<file path="config.mk">
export PLATFORM = sky130hd
export DESIGN_NAME = step_ramp_ctrl
export DESIGN_NICKNAME = d
export VERILOG_FILES = /design/src/rtl/step_ramp_ctrl.sv
export SDC_FILE = /design/constraint.sdc
export NUM_CORES = 1
export LEC_CHECK = 0
export ABC_CLOCK_PERIOD_IN_PS = 7250
export CAP_MARGIN = 10
export CORE_ASPECT_RATIO = 1.5
export CORE_UTILIZATION = 56
export CTS_BUF_LIST = sky130_fd_sc_hd__clkbuf_8 sky130_fd_sc_hd__clkbuf_16
export CTS_CLUSTER_SIZE = 8
export DETAILED_ROUTE_END_ITERATION = 6
export PLACE_DENSITY = 0.79
export SETUP_SLACK_MARGIN = 0.15
export SLEW_MARGIN = 20
export SYNTH_ARGS = -nofsm -noshare
export SYNTH_HDL_FRONTEND = slang
export SYNTH_SLANG_ARGS = --single-unit
</file>
<file path="constraint.sdc">
create_clock -name clk -period 7.25 [get_ports clk]
set_input_delay 1.0875 -clock clk [delete_from_list [all_inputs] [get_ports clk]]
set_output_delay 1.0875 -clock clk [all_outputs]
set_load 0.005 [all_outputs]
</file>
<file path="src/rtl/step_ramp_ctrl.sv">
// Trapezoidal-profile move controller feeding a full-step coil sequencer.
// Emits one-cycle step strobes with linear accel/cruise/decel and tracks absolute position.
module step_ramp_ctrl #(
    parameter int START_DLY = 500000,
    parameter int MIN_DLY   = 100000,
    parameter int DLY_STEP  = 4000,
    parameter int CNT_W     = 20,
    parameter int STEP_W    = 16
) (
    input  logic                 clk,
    input  logic                 rst,
    input  logic                 start,
    input  logic                 dir_in,
    input  logic [STEP_W-1:0]    steps,
    input  logic                 abort,
    output logic                 step_o,
    output logic                 dir_o,
    output logic                 busy,
    output logic                 done,
    output logic signed [31:0]   pos
);

    typedef enum logic [2:0] {
        S_IDLE   = 3'd0,
        S_ACCEL  = 3'd1,
        S_CRUISE = 3'd2,
        S_DECEL  = 3'd3,
        S_DONE   = 3'd4
    } state_t;

    localparam logic [CNT_W-1:0] START_C = CNT_W'(START_DLY);
    localparam logic [CNT_W-1:0] MIN_C   = CNT_W'(MIN_DLY);
    localparam logic [CNT_W:0]   START_X = (CNT_W+1)'(START_DLY);
    localparam logic [CNT_W:0]   MIN_X   = (CNT_W+1)'(MIN_DLY);
    localparam logic [CNT_W:0]   DLY_X   = (CNT_W+1)'(DLY_STEP);

    state_t                state_q, state_d;
    logic [STEP_W-1:0]     rem_q, rem_d;
    logic [STEP_W-1:0]     ramp_q, ramp_d;
    logic [CNT_W-1:0]      ivl_q, ivl_d;
    logic [CNT_W-1:0]      timer_q, timer_d;
    logic                  dir_q, dir_d;
    logic signed [31:0]    pos_q, pos_d;
    logic [STEP_W-1:0]     rem_m;
    logic                  moving;
    logic                  strobe;

    // Interval arithmetic is done one bit wider so it saturates instead of wrapping.
    function automatic logic [CNT_W-1:0] ivl_slower(input logic [CNT_W-1:0] v);
        logic [CNT_W:0] s;
        s = {1'b0, v} + DLY_X;
        if (s > START_X) s = START_X;
        return s[CNT_W-1:0];
    endfunction

    function automatic logic [CNT_W-1:0] ivl_faster(input logic [CNT_W-1:0] v);
        logic [CNT_W:0] s;
        if ({1'b0, v} < MIN_X + DLY_X) s = MIN_X;
        else                           s = {1'b0, v} - DLY_X;
        return s[CNT_W-1:0];
    endfunction

    assign moving = (state_q == S_ACCEL) || (state_q == S_CRUISE) || (state_q == S_DECEL);
    assign strobe = moving && (timer_q == ivl_q - CNT_W'(1));

    always_ff @(posedge clk) begin
        if (rst) begin
            state_q <= S_IDLE;
            rem_q   <= '0;
            ramp_q  <= '0;
            ivl_q   <= '0;
            timer_q <= '0;
            dir_q   <= 1'b0;
            pos_q   <= '0;
        end else begin
            state_q <= state_d;
            rem_q   <= rem_d;
            ramp_q  <= ramp_d;
            ivl_q   <= ivl_d;
            timer_q <= timer_d;
            dir_q   <= dir_d;
            pos_q   <= pos_d;
        end
    end

    always_comb begin
        state_d = state_q;
        rem_d   = rem_q;
        ramp_d  = ramp_q;
        ivl_d   = ivl_q;
        timer_d = timer_q;
        dir_d   = dir_q;
        pos_d   = pos_q;
        rem_m   = rem_q - STEP_W'(1);
        case (state_q)
            S_IDLE: begin
                if (start) begin
                    if (steps != '0) begin
                        rem_d   = steps;
                        dir_d   = dir_in;
                        ivl_d   = START_C;
                        timer_d = '0;
                        ramp_d  = '0;
                        state_d = S_ACCEL;
                    end else begin
                        state_d = S_DONE;
                    end
                end
            end
            S_ACCEL, S_CRUISE, S_DECEL: begin
                if (strobe) begin
                    timer_d = '0;
                    rem_d   = rem_m;
                    pos_d   = dir_q ? pos_q - 32'sd1 : pos_q + 32'sd1;
                    if (rem_m == '0) begin
                        state_d = S_DONE;
                    end else if (rem_m <= ramp_q) begin
                        state_d = S_DECEL;
                        ivl_d   = ivl_slower(ivl_q);
                        ramp_d  = ramp_q - STEP_W'(1);
                    end else if (state_q == S_ACCEL) begin
                        ivl_d  = ivl_faster(ivl_q);
                        ramp_d = ramp_q + STEP_W'(1);
                        if (ivl_d == MIN_C) state_d = S_CRUISE;
                    end
                end else begin
                    timer_d = timer_q + CNT_W'(1);
                end
                // Abort clamps the post-strobe remainder so the decel leg can still run out.
                if (abort && ({1'b0, rem_d} > {1'b0, ramp_d} + (STEP_W+1)'(1)))
                    rem_d = ramp_d + STEP_W'(1);
            end
            S_DONE: state_d = S_IDLE;
            default: state_d = S_IDLE;
        endcase
    end

    always_comb begin
        step_o = strobe;
        busy   = moving;
        done   = (state_q == S_DONE);
        dir_o  = dir_q;
        pos    = pos_q;
    end

endmodule

</file>
* Yosys cells after proc, flatten, opt, wreduce, memory -nomap -nowiden
Index checks and enable logic that the tools add are counted.
** Word-level totals
- Output and inout bits :: 36
- Word-level logic and storage cells :: 90
- Register bits after elaboration :: 108
** Cells by class
- Multiplexer cells :: 41
- $add $sub $neg :: 11
- Reductions and logical operators :: 14
- $lt $le $gt $ge :: 4
- Equal/unequal tests :: 13
** Operators by type and width (number)
- $mux 20 :: 16
- $mux 16 :: 12
- $pmux 20 s2 :: 2
- $pmux 16 s2 :: 2
- $add 16x1->16 const B :: 2
- $add 32x2->32 const B :: 1
- $mux 32 :: 1
- $sub 16x1->16 const B :: 2
- $sub 32x2->32 const B :: 1
- $add 20x12->21 const B :: 1
- $gt 21x19->1 const B :: 1
- $mux 3 :: 7
- $add 20x1->20 const B :: 1
- $eq 20x17->1 const B :: 1
- $eq 20x20->1 :: 1
- $lt 20x17->1 const B :: 1
- $sub 20x1->20 const B :: 1
- $sub 20x12->20 const B :: 1
- $add 16x1->17 const B :: 1
- $gt 16x17->1 :: 1
- $le 16x16->1 :: 1
- $logic_not 16->1 :: 1
- $reduce_bool 16->1 :: 1
- $ne 2x2->1 const B :: 4
- other kinds (15) :: 20

* Logic depth before layout (Yosys ltp)
Gate-level depths: netlist (run 1).
- Depth after elaboration :: 14
- Depth in mapped cells :: 34
- Depth with buffers taken out :: 32

* Worst setup path before layout (run 1)
Ideal clock, no wire load.
- Path type :: flip-flop to flip-flop
- Start :: reg rem_q[2]
- End :: reg rem_q[8]
- Path slack :: -0.125 ns
- Buffers on the path :: 2
- Cell stages (with the launch flop) :: 31
- Arrival :: 7.304 ns
- Data required time :: 7.180 ns
- Path through :: dfxtp_1 clkbuf_1 nor4_1 and2_1 clkbuf_1 nand3_1 nor3_1 xor2_1 ha_1 nand4_1 or3_1 a21oi_1 a2111oi_0 nor2_1 o21a_1 o32a_1 nor3_4 o211ai_1 or2_1 or4b_1 xnor2_1 ha_1 nand4_1 nor2_1 nand3_1 nand3_1 a31oi_1 o41ai_4 or3_1 a311o_1 a21oi_1
** Between the ends
- Cells in the longest elaborated chain, start to end :: 11
- Elaborated cells between the ends (all ways) :: 15
- Classes of those cells :: add/sub (3); order compare (2); mux (8); reduce/logical (2)
** RTL lines
- start, declared :: line 38 : logic [STEP_W-1:0] rem_q, rem_d;
- start signal, assigned :: line 77 : rem_q <= rem_d;
- $sub 16x1->16 :: line 94 : rem_m = rem_q - STEP_W'(1);
- $le 16x16->1 :: line 117 : end else if (rem_m <= ramp_q) begin
- $mux 16 :: line 117
- $mux 16 :: line 115 : if (rem_m == '0) begin
- $mux 16 :: line 111 : if (strobe) begin
- $mux 16 :: line 95 : case (state_q)
- $add 16x1->17 :: line 130 : if (abort && ({1'b0, rem_d} > {1'b0, ramp_d} + (STEP_W+1)'(1)))
- $gt 16x17->1 :: line 130
- $logic_and 1x1->1 :: line 130
- $mux 16 (*) :: line 130
- $pmux 16 s2 (*) :: line 95
Mark *: on every way between the ends. The rest lies on a longest branch, timed or not. The select of a mux whose other input is x is not followed.
A chain may end at the register's enable or synchronous reset.

* Final worst setup path (run 1)
- Start :: reg rem_q[7]
- End :: reg rem_q[7]
The elaborated chain is that of the path after synthesis.

==> results of run 1 <==
kinds of logic (layout without fill, tap and decap cells):
logic type	count (synthesis)	in the layout	synth area share, %
flops	108	108	21.7
simple gates	583	583	28.9
xor+xnor	142	142	12.6
mux	9	9	0.931
compound gates	340	340	21.7
buf+inv	125	171	4.83
fa+ha+maj	72	72	9.14
worst paths after layout:
kind,startpoint,end,slack [ns],cells after the start
setup reg to reg,rem_q[7],rem_q[7],0.44,25
hold / removal,pos[5],pos[5],0.48,2
setup / recovery,rem_q[7],rem_q[7],0.44,25
hold reg to reg,pos[5],pos[5],0.48,2
timing repair:
action	in CTS	in global routing
buffers inserted	2	6
pin swaps	0	6
endpoints found under the setup margin	12	16
gates resized for setup	5	37
per-stage QoR:
stage               util (%)  instances
finish                  65.7       1638
global route            65.7       1638
CTS                     64.3       1632
detailed placement      62.4       1614
global placement        62.4       1614
floorplan                  -       1379
tightest hold or removal path, delay by kind of cell (launching register included):
| kind | cells | cell delay (ns) |
|---|---|---|
| AOI/OAI and AO/OA | 1 | 0.05 |
| DFF | 1 | 0.33 |
| and+or+nand+nor | 1 | 0.06 |
final cells by class:
cell class | instances | area, um2 | area share [%]
clock inverters | 7 | 80.1 | 0.702
inverters | 47 | 176 | 1.55
flip-flops and latches | 108 | 2160 | 19.0
clock buffers | 9 | 225 | 1.97
repair buffers | 108 | 946 | 8.29
multi-input cells | 1146 | 7550 | 66.2
well taps | 213 | 267 | 2.34
cell usage after synthesis (7+ instances only):
| library cell | number |
|---|---|
| ha_1 | 71 |
| nor2_1 | 161 |
| xnor2_1 | 96 |
| nand2b_1 | 13 |
| nor4_1 | 22 |
| o22ai_1 | 13 |
| a22oi_1 | 11 |
| a21oi_1 | 128 |
| a211oi_1 | 13 |
| clkbuf_1 | 66 |
| or3_1 | 17 |
| o21ai_0 | 63 |
| nand4_1 | 21 |
| nor3b_1 | 9 |
| xor2_1 | 45 |
| a31oi_1 | 9 |
| and2_1 | 16 |
| o21a_1 | 12 |
| nor2b_1 | 10 |
| o31ai_1 | 7 |
| and3_1 | 21 |
| a21o_1 | 17 |
| nand3b_1 | 10 |
| mux2i_1 | 7 |
| nor3_1 | 42 |
| or2_2 | 17 |
| inv_1 | 45 |
| o211ai_1 | 9 |
| a2111o_1 | 7 |
| nand2_1 | 145 |
| dfxtp_1 | 108 |
| nand3_1 | 50 |
metal layers:
layer	share of wire [%]	routed length [um]	up-vias	global-route usage, %
li1	-	-	5006	-
met1	38	11700	4814	35.9
met2	50	15100	392	58.9
met3	6.3	1920	125	5.11
met4	5.5	1670	0	20.7
met5	0	0	-	0
power by group through the flow:
stage / Sequential (mW) / Combinational, mW / Clock [mW]
2_1_floorplan: 0.718 / 2.00 / 0
3_3_place_gp: 0.779 / 2.61 / 0
3_5_place_dp: 0.783 / 2.65 / 0
4_1_cts: 0.770 / 2.70 / 0.527
5_1_grt: 0.794 / 3.17 / 0.552
6_report: 0.784 / 2.91 / 0.522
state kept, by name, indices dropped and copies added (netlist names):
register  flops
state_q       3
dir_o         1
timer_q      20
rem_q        16
ramp_q       16
pos          32
ivl_q        20
==> results.rst, run 1 <==
.. list-table::
   :header-rows: 1

   * - Metric
     - Value
   * - Outcome
     - completed
   * - Kind of end point of the critical path
     - flop
   * - Die Footprint
     - 18300 um2
   * - Total via count in the routed design
     - ~10000
   * - Max-slew violation count
     - 0
   * - Die span in x
     - 111 um
   * - CTS Buffer Depth
     - 2
   * - Finish-stage setup viols
     - 0
   * - Worst path setup slack after routing
     - around 0.44 ns
   * - Start-to-end type of the worst setup path
     - reg -> reg
   * - Clock network fraction of total power
     - around 12%
   * - Mean Syn Cell Area
     - 7.21 um2
   * - Class of the most critical hold timing path
     - reg -> reg
   * - Final-layout fill cell count
     - about 1500
   * - Most area-hungry cell type in the Yosys netlist
     - dfxtp_1
   * - CP most frequent cell
     - buf_4
   * - Average detailed-routed wire length per instance
     - ~19 um
   * - Sequential-to-total area share from yosys stat
     - between 20% and 30%
   * - Htree depth
     - 3
   * - HPWL after detailed placement
     - between 20 and 25 mm
   * - Most frequent cells in the layout
     - 161 x nor2_1, 143 x nand2_1, 126 x a21oi_1, 108 x dfxtp_1, 93 x xnor2_1
   * - Synthesized instance count
     - between 1000 and 1500
   * - Post-Place Cell Area
     - around 11000 um2
   * - Worst-case clock skew
     - around 0.014 ns
   * - Cell-internal power
     - 2.08 mW
   * - Required time of the worst setup path
     - ~7.5 ns
   * - Max-Slew Margin vs Limit
     - a little over a third
   * - Synthesized cell area
     - 9940 um2
   * - Worst stage delay on the critical path
     - 0.58 ns
   * - Cts-stage hold buffer count
     - 0
   * - Maximum number of pins on one net before global-route repair
     - 53
   * - Count of flip-flops with a built-in enable after synthesis
     - 0
   * - Final Hold Fails
     - 0
   * - Highest fanout seen on the critical path
     - 10
   * - Most common library cell in the layout ignoring fill and taps
     - nor2_1
   * - Last weighted congestion value of the routability-driven placer
     - 0.949
   * - Number of ports placed on the die boundary
     - 57
   * - Max stage delay cell, worst path
     - or4b_1
   * - Net switching share of the total power
     - 50.7%
   * - Iteration-0 DRC Markers
     - between 500 and 600
   * - Core ar.
     - between 15000 and 20000 um2
   * - Switching power
     - 2.14 mW
   * - Die height
     - about 170 um
   * - Count of distinct cell types in the synthesized netlist
     - a little under 80
   * - Predominant post-synthesis flop cell
     - dfxtp_1
   * - Number of buffer cells added on primary ports
     - 56
   * - Areal power density over the cells
     - around 370 nW/um2
   * - Post-layout instance area
     - between 10000 and 15000 um2
   * - Maximum vdd ir drop
     - 0.261 mV
   * - Cell class contributing the biggest share of worst-path delay
     - simple AND/OR/NAND/NOR gates
   * - Number of antenna violations at the first check in global routing
     - 0
   * - Overflow left after global routing
     - 0
   * - Crit start category
     - flop
   * - Post-layout total power
     - around 4.2 mW
   * - Via count of the first global-routing pass
     - just under 10000
   * - Bufs and invs on worst path
     - 3
   * - Clock transition at the registers of the reported paths
     - around 0.080 ns
   * - Proportion of register bits with asynchronous set or reset after synthesis
     - 0%
   * - Antenna violation net count after detailed routing
     - 0
   * - Clock tree from TritonCTS
     - yes
   * - Tot GR Track Use
     - 32.7%
   * - Synthesis Warnings
     - 0
   * - Lkg Pwr
     - between 4 and 5 nW
   * - Share of the clock period used by the worst path
     - 93.9%
   * - Worst Max-Slew Pin Slew
     - 0.959 ns
   * - Fin crit period
     - ~6.8 ns
   * - First-pass GRT wire length
     - slightly below 50 mm
   * - Arrival time of data at the critical path endpoint
     - 7.10 ns
   * - Post-detailed-route DRC marker count
     - 0
   * - Unrepaired setup endpoints after global routing
     - no
   * - Dpl ws
     - -0.129 ns
   * - MaxCap Viol Count
     - 0
   * - Final sum of negative setup slack
     - 0 ns
   * - Number of vias per cell after detailed routing
     - roughly 6.3
   * - Clock buffers created by TritonCTS
     - 9
   * - Clock Sink Count
     - between 100 and 150
   * - Worst slack on hold paths
     - around 0.48 ns
   * - First-pass iteration count of the detailed router
     - 5
   * - Floorplan row count
     - just under 60
   * - Top-area cell type share of the netlist area
     - 21.7%
   * - Area growth syn-to-layout
     - 14.7%
   * - Logic pwr share
     - approximately 69%
   * - Share of post-route cells with drive strength above 1
     - 9.26%
   * - Share of total power in sequential cells
     - approximately a fifth
   * - Root cell of the clock tree
     - clkbuf_16
   * - Total nets after synthesis
     - 1472
   * - Clock insertion delay at the later pin of the skew report
     - 0.38 ns
   * - Cell types occupying the most area after synthesis
     - dfxtp_1 22%, ha_1 8.9%, xnor2_1 8.5%
   * - Post-synthesis sequential element count
     - 108
   * - Count of inserted antenna diode cells
     - 0
   * - Starting utilization of the core area
     - 57.3%
   * - Final net count
     - about 1500
   * - FMAX
     - 0.147 GHz
   * - Routed wire length
     - 30.4 mm
Note: power is estimated with default switching activity, not from simulation.
==> run 2, diff against run 1 <==
--- a/config.mk
+++ b/config.mk
@@ -6,12 +6,14 @@
 export NUM_CORES = 1
 export LEC_CHECK = 0
 export ABC_CLOCK_PERIOD_IN_PS = 7250
-export CAP_MARGIN = 10
+export CAP_MARGIN = 20
 export CORE_ASPECT_RATIO = 1.5
 export CORE_UTILIZATION = 56
 export CTS_BUF_LIST = sky130_fd_sc_hd__clkbuf_8 sky130_fd_sc_hd__clkbuf_16
 export CTS_CLUSTER_SIZE = 8
 export DETAILED_ROUTE_END_ITERATION = 6
+export GPL_TIMING_DRIVEN = 0
+export HOLD_SLACK_MARGIN = 0.12
 export PLACE_DENSITY = 0.79
 export SETUP_SLACK_MARGIN = 0.15
 export SLEW_MARGIN = 20
==> run 2 against run 1 <==
Sequential share of layout area shrank 0.47 points; first-iteration DRC count grew 88%; maximum frequency shrank 1.5%; register-to-register slack lost 0.11 ns; setup slack lost 0.11 ns.
==> results.rst, run 2 (synthesis gave the netlist of run 1 again) <==
.. list-table::
   :header-rows: 1

   * - Metric
     - Value
   * - Outcome
     - completed (unchanged)
   * - Total via count in the routed design
     - 10900 (was 10300)
   * - Worst-case clock skew
     - 0.00793 ns (was 0.0143 ns)
   * - Final standard cell count with taps included and fillers excluded
     - 1690 (was 1638)
   * - Max-Slew Margin vs Limit
     - 26.4% (was 36.0%)
   * - Arrival time of data at the critical path endpoint
     - 7.22 ns (was 7.10 ns)
   * - Finish-stage setup viols
     - 0 (unchanged)
   * - Lkg Pwr
     - 4.42 nW (was 4.35 nW)
   * - Unrepaired setup endpoints after global routing
     - no (unchanged)
   * - Final design utilization
     - 67.6% (was 65.7%)
   * - Final-layout fill cell count
     - 1500 (was 1538)
   * - Die height
     - 165 um (unchanged)
   * - Areal power density over the cells
     - 380 nW/um2 (was 370 nW/um2)
   * - Average detailed-routed wire length per instance
     - 19.3 um (was 18.6 um)
   * - Number of vias per cell after detailed routing
     - 6.42 (was 6.31)
   * - Class of the most critical hold timing path
     - reg -> reg (unchanged)
   * - Area growth syn-to-layout
     - 18.0% (was 14.7%)
   * - Clock buffers created by TritonCTS
     - 9 (unchanged)
   * - Total area of multi-input combinational cells
     - 7710 um2 (was 7550 um2)
   * - Max-slew violation count
     - 0 (unchanged)
   * - Starting utilization of the core area
     - 57.3% (unchanged)
   * - Number of placed instances, taps included
     - 1650 (was 1614)
   * - FMAX
     - 0.145 GHz (was 0.147 GHz)
   * - Maximum number of pins on one net before global-route repair
     - 28 (was 53)
   * - Iteration-0 DRC Markers
     - 1126 (was 599)
   * - Start-to-end type of the worst setup path
     - reg -> reg (unchanged)
   * - Highest fanout seen on the critical path
     - 10 (unchanged)
   * - CTS Buffer Depth
     - 2 (unchanged)
   * - Required time of the worst setup path
     - 7.55 ns (was 7.54 ns)
   * - Worst Max-Slew Pin Slew
     - 1.09 ns (was 0.959 ns)
   * - First-pass GRT wire length
     - 50.9 mm (was 48.1 mm)
   * - Root cell of the clock tree
     - clkbuf_16 (unchanged)
   * - Clock tree from TritonCTS
     - yes (unchanged)
   * - Last weighted congestion value of the routability-driven placer
     - 0.969 (was 0.949)
   * - Kind of end point of the critical path
     - flop (unchanged)
   * - Count of inserted antenna diode cells
     - 0 (unchanged)
   * - Cts-stage hold buffer count
     - 0 (unchanged)
   * - HPWL after detailed placement
     - 23.9 mm (was 22.7 mm)
   * - Tot GR Track Use
     - 34.7% (was 32.7%)
   * - Share of the clock period used by the worst path
     - 95.4% (was 93.9%)
   * - Final net count
     - 1566 (was 1513)
   * - Die Footprint
     - 18300 um2 (unchanged)
   * - Fin crit period
     - 6.92 ns (was 6.81 ns)
   * - Most common library cell in the layout ignoring fill and taps
     - nor2_1 (unchanged)
   * - Number of ports placed on the die boundary
     - 57 (unchanged)
   * - Number of antenna violations at the first check in global routing
     - 0 (unchanged)
   * - Crit start category
     - flop (unchanged)
   * - Share of post-route cells with drive strength above 1
     - 9.28% (was 9.26%)
   * - Clock insertion delay at the later pin of the skew report
     - 0.37 ns (was 0.38 ns)
   * - Most frequent cells in the layout
     - 158 x nor2_1, 143 x nand2_1, 126 x a21oi_1, 104 x dfxtp_1, 89 x xnor2_1 (was 161 x nor2_1, 143 x nand2_1, 126 x a21oi_1, 108 x dfxtp_1, 93 x xnor2_1)
   * - MaxCap Viol Count
     - 0 (unchanged)
   * - Flop-to-flop setup slack
     - 0.33 ns (was 0.44 ns)
   * - Overflow left after global routing
     - 0 (unchanged)
   * - Floorplan row count
     - 59 (unchanged)
   * - Die span in x
     - 111 um (unchanged)
   * - Seq. cell area
     - 2170 um2 (was 2160 um2)
   * - Maximum vdd ir drop
     - 0.218 mV (was 0.261 mV)
   * - Number of buffer cells added on primary ports
     - 56 (unchanged)
   * - Via count of the first global-routing pass
     - 10300 (was 9841)
   * - Largest register FFs
     - 32 (unchanged)
   * - Core ar.
     - 17300 um2 (unchanged)
   * - Clock transition at the registers of the reported paths
     - 0.08 ns (about the same)
   * - Antenna violation net count after detailed routing
     - 0 (unchanged)
   * - Htree depth
     - 3 (unchanged)
   * - Clock Sink Count
     - 108 (unchanged)
   * - Final Hold Fails
     - 0 (unchanged)
   * - Post-detailed-route DRC marker count
     - 0 (unchanged)
   * - First-pass iteration count of the detailed router
     - 6 (was 5)
   * - Routed wire length
     - 32.6 mm (was 30.4 mm)
run 2: changes by cell type in the layout (fill, tap and decap cells not counted), moves of 4 or more:
cell / change
xnor2_1: -4
clkbuf_1: +60
nor3_2: -4
o21ai_0: -5
buf_4: -22
dfxtp_1: -4
buf_1: +5
run 2: what timing repair did:
| action | 4_1_cts | 5_1_grt |
|---|---|---|
| pin swaps | 8 | 19 |
| endpoints found under the hold margin | 0 | 0 |
| setup endpoints to repair | 16 | 16 |
| buffers inserted | 12 | 14 |
| gates resized for setup | 46 | 51 |
run 2: metal layers:
metal | up-vias | routed length (um) | GRT usage (%)
met4 | 0 | 1860 | 21.9
li1 | 5115 | - | -
met5 | - | 0 | 0
met3 | 142 | 2600 | 5.88
met2 | 524 | 15600 | 60.8
met1 | 5075 | 12500 | 39.4
run 2: cell type report:
| type | count | area share (%) |
|---|---|---|
| buffer | 77 | 2.88 |
| multi-input combinational | 1146 | 65.7 |
| tap | 213 | 2.27 |
| inverter | 47 | 1.50 |
| sequential | 108 | 18.5 |
| clock inverter | 6 | 0.608 |
| timing repair buffer | 84 | 6.65 |
| clock buffer | 9 | 1.92 |
run 2: path summary, 6_finish.rpt:
check | depth (start not counted) | to | startpoint
setup / recovery | 27 | rem_q[8] | ivl_q[5]
hold / removal | 2 | pos[4] | pos[4]
setup reg to reg | 27 | rem_q[8] | ivl_q[5]
hold reg to reg | 2 | pos[4] | pos[4]
run 2: where the power goes:
| group | switching, mW | total (mW) | leakage (nW) | internal, mW |
|---|---|---|---|---|
| Sequential | 0.0754 | 0.733 | 0.878 | 0.657 |
| Clock | 0.257 | 0.527 | 0.144 | 0.270 |
| Combinational | 1.94 | 3.19 | 3.40 | 1.25 |
run 2: through the flow:
step | power [mW] | area, um2 | setup slack, ns | hold WS [ns] | TNS [ns]
floorplan | 2.72 | 9960 | 0.178 | 0.445 | 0
global placement | 3.33 | 10800 | -1.61 | 0.459 | -23.70
detailed placement | 3.39 | 10800 | -1.60 | 0.459 | -23.56
CTS | 4.18 | 11400 | 0.158 | 0.469 | 0
global route | 4.72 | 11700 | 0.0696 | 0.499 | 0
finish | 4.46 | 11700 | 0.332 | 0.475 | 0
run 2: worst max-delay path, cell delays in order, from the launching register on:
cell	delay, ns
dfxtp_1	0.33
buf_4	0.17
inv_1	0.07
ha_1	0.14
clkbuf_4	0.17
or3b_4	0.41
or4_4	0.51
or3_1	0.32
a32o_2	0.27
or3_4	0.41
buf_6	0.17
or4_1	0.53
buf_6	0.17
nor3_4	0.16
o211ai_1	0.22
or2_1	0.30
or4b_4	0.56
xnor2_4	0.21
ha_4	0.23
nand4_1	0.08
nor2_1	0.05
nand3_1	0.08
nand3_1	0.11
a31oi_4	0.20
o41ai_4	0.14
or3_1	0.35
a311o_1	0.33
a21oi_1	0.12
==> run 3, diff against run 2 <==
--- a/config.mk
+++ b/config.mk
@@ -8,13 +8,12 @@
 export ABC_CLOCK_PERIOD_IN_PS = 7250
 export CAP_MARGIN = 20
 export CORE_ASPECT_RATIO = 1.5
-export CORE_UTILIZATION = 56
+export CORE_UTILIZATION = 43
 export CTS_BUF_LIST = sky130_fd_sc_hd__clkbuf_8 sky130_fd_sc_hd__clkbuf_16
 export CTS_CLUSTER_SIZE = 8
 export DETAILED_ROUTE_END_ITERATION = 6
 export GPL_TIMING_DRIVEN = 0
 export HOLD_SLACK_MARGIN = 0.12
-export PLACE_DENSITY = 0.79
 export SETUP_SLACK_MARGIN = 0.15
 export SLEW_MARGIN = 20
 export SYNTH_ARGS = -nofsm -noshare
==> run 3 against run 2 <==
Design area rose by 1.3%; die area rose by 30%; sequential power fell by 0.7%; clock skew rose by 0.0033 ns; first-iteration DRC count fell by 46%; largest power group unchanged; highest routed layer unchanged.
==> results.rst, run 3 (synthesis gave the netlist of run 1 again) <==
.. list-table::
   :header-rows: 1

   * - Metric
     - Value
   * - Unrepaired setup endpoints after global routing
     - no (unchanged)
   * - Area growth syn-to-layout
     - 19.6% (was 18.0%)
   * - Last weighted congestion value of the routability-driven placer
     - 0.964 (was 0.969)
   * - Total via count in the routed design
     - 10400 (was 10900)
   * - Max stage delay cell, worst path
     - or4b_4 (unchanged)
   * - Kind of end point of the critical path
     - flop (unchanged)
   * - Lkg Pwr
     - 4.45 nW (was 4.42 nW)
   * - Starting utilization of the core area
     - 44.1% (was 57.3%)
   * - Met2 track demand over resource
     - 48.3% (was 60.8%)
   * - Most common library cell in the layout ignoring fill and taps
     - nor2_1 (unchanged)
   * - Share of post-route cells with drive strength above 1
     - 9.95% (was 9.28%)
   * - Number of cells traversed by the worst hold path
     - 2 (unchanged)
   * - Post-detailed-route DRC marker count
     - 0 (unchanged)
   * - Critical path origin
     - rem_q[1] (was ivl_q[5])
   * - Average detailed-routed wire length per instance
     - 19.2 um (was 19.3 um)
   * - Cells on worst reg2reg path
     - 30 (was 27)
   * - Highest fanout seen on the critical path
     - 10 (unchanged)
   * - Die span in x
     - 126 um (was 111 um)
   * - Crit start category
     - flop (unchanged)
   * - Via count of the first global-routing pass
     - 10000 (was 10300)
   * - Final Hold Fails
     - 0 (unchanged)
   * - Finish-stage setup viols
     - 0 (unchanged)
   * - Antenna violation net count after detailed routing
     - 0 (unchanged)
   * - Number of vias per cell after detailed routing
     - 5.93 (was 6.42)
   * - Max-Slew Margin vs Limit
     - 21.4% (was 26.4%)
   * - Maximum number of pins on one net before global-route repair
     - 27 (was 28)
   * - Capture point of the worst reg-to-reg path
     - rem_q[8] (unchanged)
   * - Number of ports placed on the die boundary
     - 57 (unchanged)
   * - Fin crit period
     - 6.88 ns (was 6.92 ns)
   * - Final design utilization
     - 52.7% (was 67.6%)
   * - Met1 Use GR
     - 34.0% (was 39.4%)
   * - Critical path capture point
     - rem_q[8] (unchanged)
   * - Required time of the worst setup path
     - 7.55 ns (about the same)
   * - Arrival time of data at the critical path endpoint
     - 7.18 ns (was 7.22 ns)
   * - Clock Sink Count
     - 108 (unchanged)
   * - Tot GR Track Use
     - 28.5% (was 34.7%)
   * - Routing usage on met3
     - 4.34% (was 5.88%)
   * - Number of placed instances, taps included
     - 1713 (was 1650)
   * - Overflow left after global routing
     - 0 (unchanged)
   * - Largest register FFs
     - 32 (unchanged)
   * - Final net count
     - 1565 (was 1566)
   * - Clock tree from TritonCTS
     - yes (unchanged)
   * - Most frequent cells in the layout
     - 157 x nor2_1, 143 x nand2_1, 125 x a21oi_1, 106 x dfxtp_1, 90 x xnor2_1 (was 158 x nor2_1, 143 x nand2_1, 126 x a21oi_1, 104 x dfxtp_1, 89 x xnor2_1)
   * - HPWL after detailed placement
     - 25.4 mm (was 23.9 mm)
   * - Die Footprint
     - 23700 um2 (was 18300 um2)
   * - CTS Buffer Depth
     - 2 (unchanged)
   * - Number of buffer cells added on primary ports
     - 56 (unchanged)
   * - Worst slack on hold paths
     - 0.473 ns (was 0.475 ns)
   * - FMAX
     - 0.145 GHz (about the same)
   * - Cts-stage hold buffer count
     - 0 (unchanged)
   * - Clock transition at the registers of the reported paths
     - 0.08 ns (about the same)
   * - Routed wire length
     - 33.6 mm (was 32.6 mm)
   * - Start-to-end type of the worst setup path
     - reg -> reg (unchanged)
   * - Outcome
     - completed (unchanged)
   * - Reg-to-reg startpoint
     - rem_q[1] (was ivl_q[5])
   * - Core ar.
     - 22600 um2 (was 17300 um2)
   * - First-pass iteration count of the detailed router
     - 5 (was 6)
   * - Root cell of the clock tree
     - clkbuf_16 (unchanged)
   * - Clock insertion delay at the later pin of the skew report
     - 0.38 ns (was 0.37 ns)
   * - Most Used Layer, Global Route
     - met2 (unchanged)
   * - Max-slew violation count
     - 0 (unchanged)
   * - Count of inserted antenna diode cells
     - 0 (unchanged)
   * - Flop-to-flop setup slack
     - 0.37 ns (was 0.33 ns)
   * - Die height
     - 188 um (was 165 um)
   * - Share of the clock period used by the worst path
     - 94.8% (was 95.4%)
   * - Htree depth
     - 3 (unchanged)
   * - Clock buffers created by TritonCTS
     - 9 (unchanged)
   * - Number of antenna violations at the first check in global routing
     - 0 (unchanged)
   * - Worst stage delay on the critical path
     - 0.56 ns (about the same)
   * - Areal power density over the cells
     - 381 nW/um2 (was 380 nW/um2)
   * - Final-layout fill cell count
     - 2263 (was 1500)
   * - Floorplan row count
     - 67 (was 59)
   * - MaxCap Viol Count
     - 0 (unchanged)
   * - Worst Max-Slew Pin Slew
     - 1.17 ns (was 1.09 ns)
   * - Maximum vdd ir drop
     - 0.205 mV (was 0.218 mV)
   * - Final standard cell count with taps included and fillers excluded
     - 1753 (was 1690)
   * - First-pass GRT wire length
     - 53.0 mm (was 50.9 mm)
   * - Iteration-0 DRC Markers
     - 612 (was 1126)
   * - Worst-case clock skew
     - 0.0113 ns (was 0.00793 ns)
   * - Class of the most critical hold timing path
     - reg -> reg (unchanged)
==> run 3: changes by cell type in the layout (fill, tap and decap cells not counted), sizes merged <==
| cell | change |
|---|---|
| clkbuf | +1 |
| clkinv | +1 |
| bufinv | -1 |
| buf | -1 |
==> run 3: what timing repair did <==
| action | in CTS | in global routing |
|---|---|---|
| gates cloned | 0 | 0 |
| endpoints found under the hold margin | 0 | 0 |
| pin swaps | 12 | 20 |
| endpoints found under the setup margin | 16 | 16 |
| buffers inserted | 11 | 14 |
| resized for setup | 59 | 57 |
==> run 3: area by class of cell <==
cell class              instances  area, um2  area share [%]
multi-input cells            1146       7790            65.5
flip-flops and latches        108       2160            18.2
repair buffers                 83        773            6.51
plain buffers                  77        352            2.96
well taps                     276        345            2.91
clock buffers                  10        239            2.01
inverters                      47        176            1.48
clock inverters                 6       46.3           0.390
==> run 3: how the worst min path moves through the flow <==
stage	from	endpoint	slack [ns]
floorplan	state_q[0]	state_q[0]	0.44
CTS	pos[26]	pos[26]	0.48
global route	pos[17]	pos[17]	0.49
global placement	pos[30]	pos[30]	0.46
finish	pos[26]	pos[26]	0.47
detailed placement	pos[17]	pos[17]	0.47
==> run 3: where the power goes <==
part	leakage [nW]	switching, mW	internal, mW
logic	3.43	2.00	1.29
registers	0.877	0.0720	0.656
clock network	0.141	0.268	0.247
total	4.45	2.34	2.19
==> run 3: critical path, delay by kind of cell, from the launching register on <==
family / cells / cell delay (ns)
and+or+nand+nor: 14 / 3.15
AOI/OAI and AO/OA: 8 / 1.63
adders and majority gates: 3 / 0.84
DFF: 1 / 0.38
buffers and inverters: 2 / 0.32
xor gates and xnor gates: 2 / 0.27
muxes: 1 / 0.23
==> run 3: layer usage <==
metal	vias up	wire, um
met1	4913	14200
li1	5123	-
met5	-	0
met2	276	16100
met4	0	1730
met3	87	1590
==> run 3: stage by stage <==
step / total power [mW] / worst slack [ns] / setup TNS [ns] / instance area, um2
4_1_cts: 4.24 / 0.151 / 0 / 11500
3_3_place_gp: 3.41 / -1.73 / -25.76 / 10900
2_1_floorplan: 2.72 / 0.178 / 0 / 9960
3_5_place_dp: 3.43 / -1.64 / -24.45 / 10900
6_report: 4.53 / 0.375 / 0 / 11900
5_1_grt: 4.84 / 0.0516 / 0 / 11900
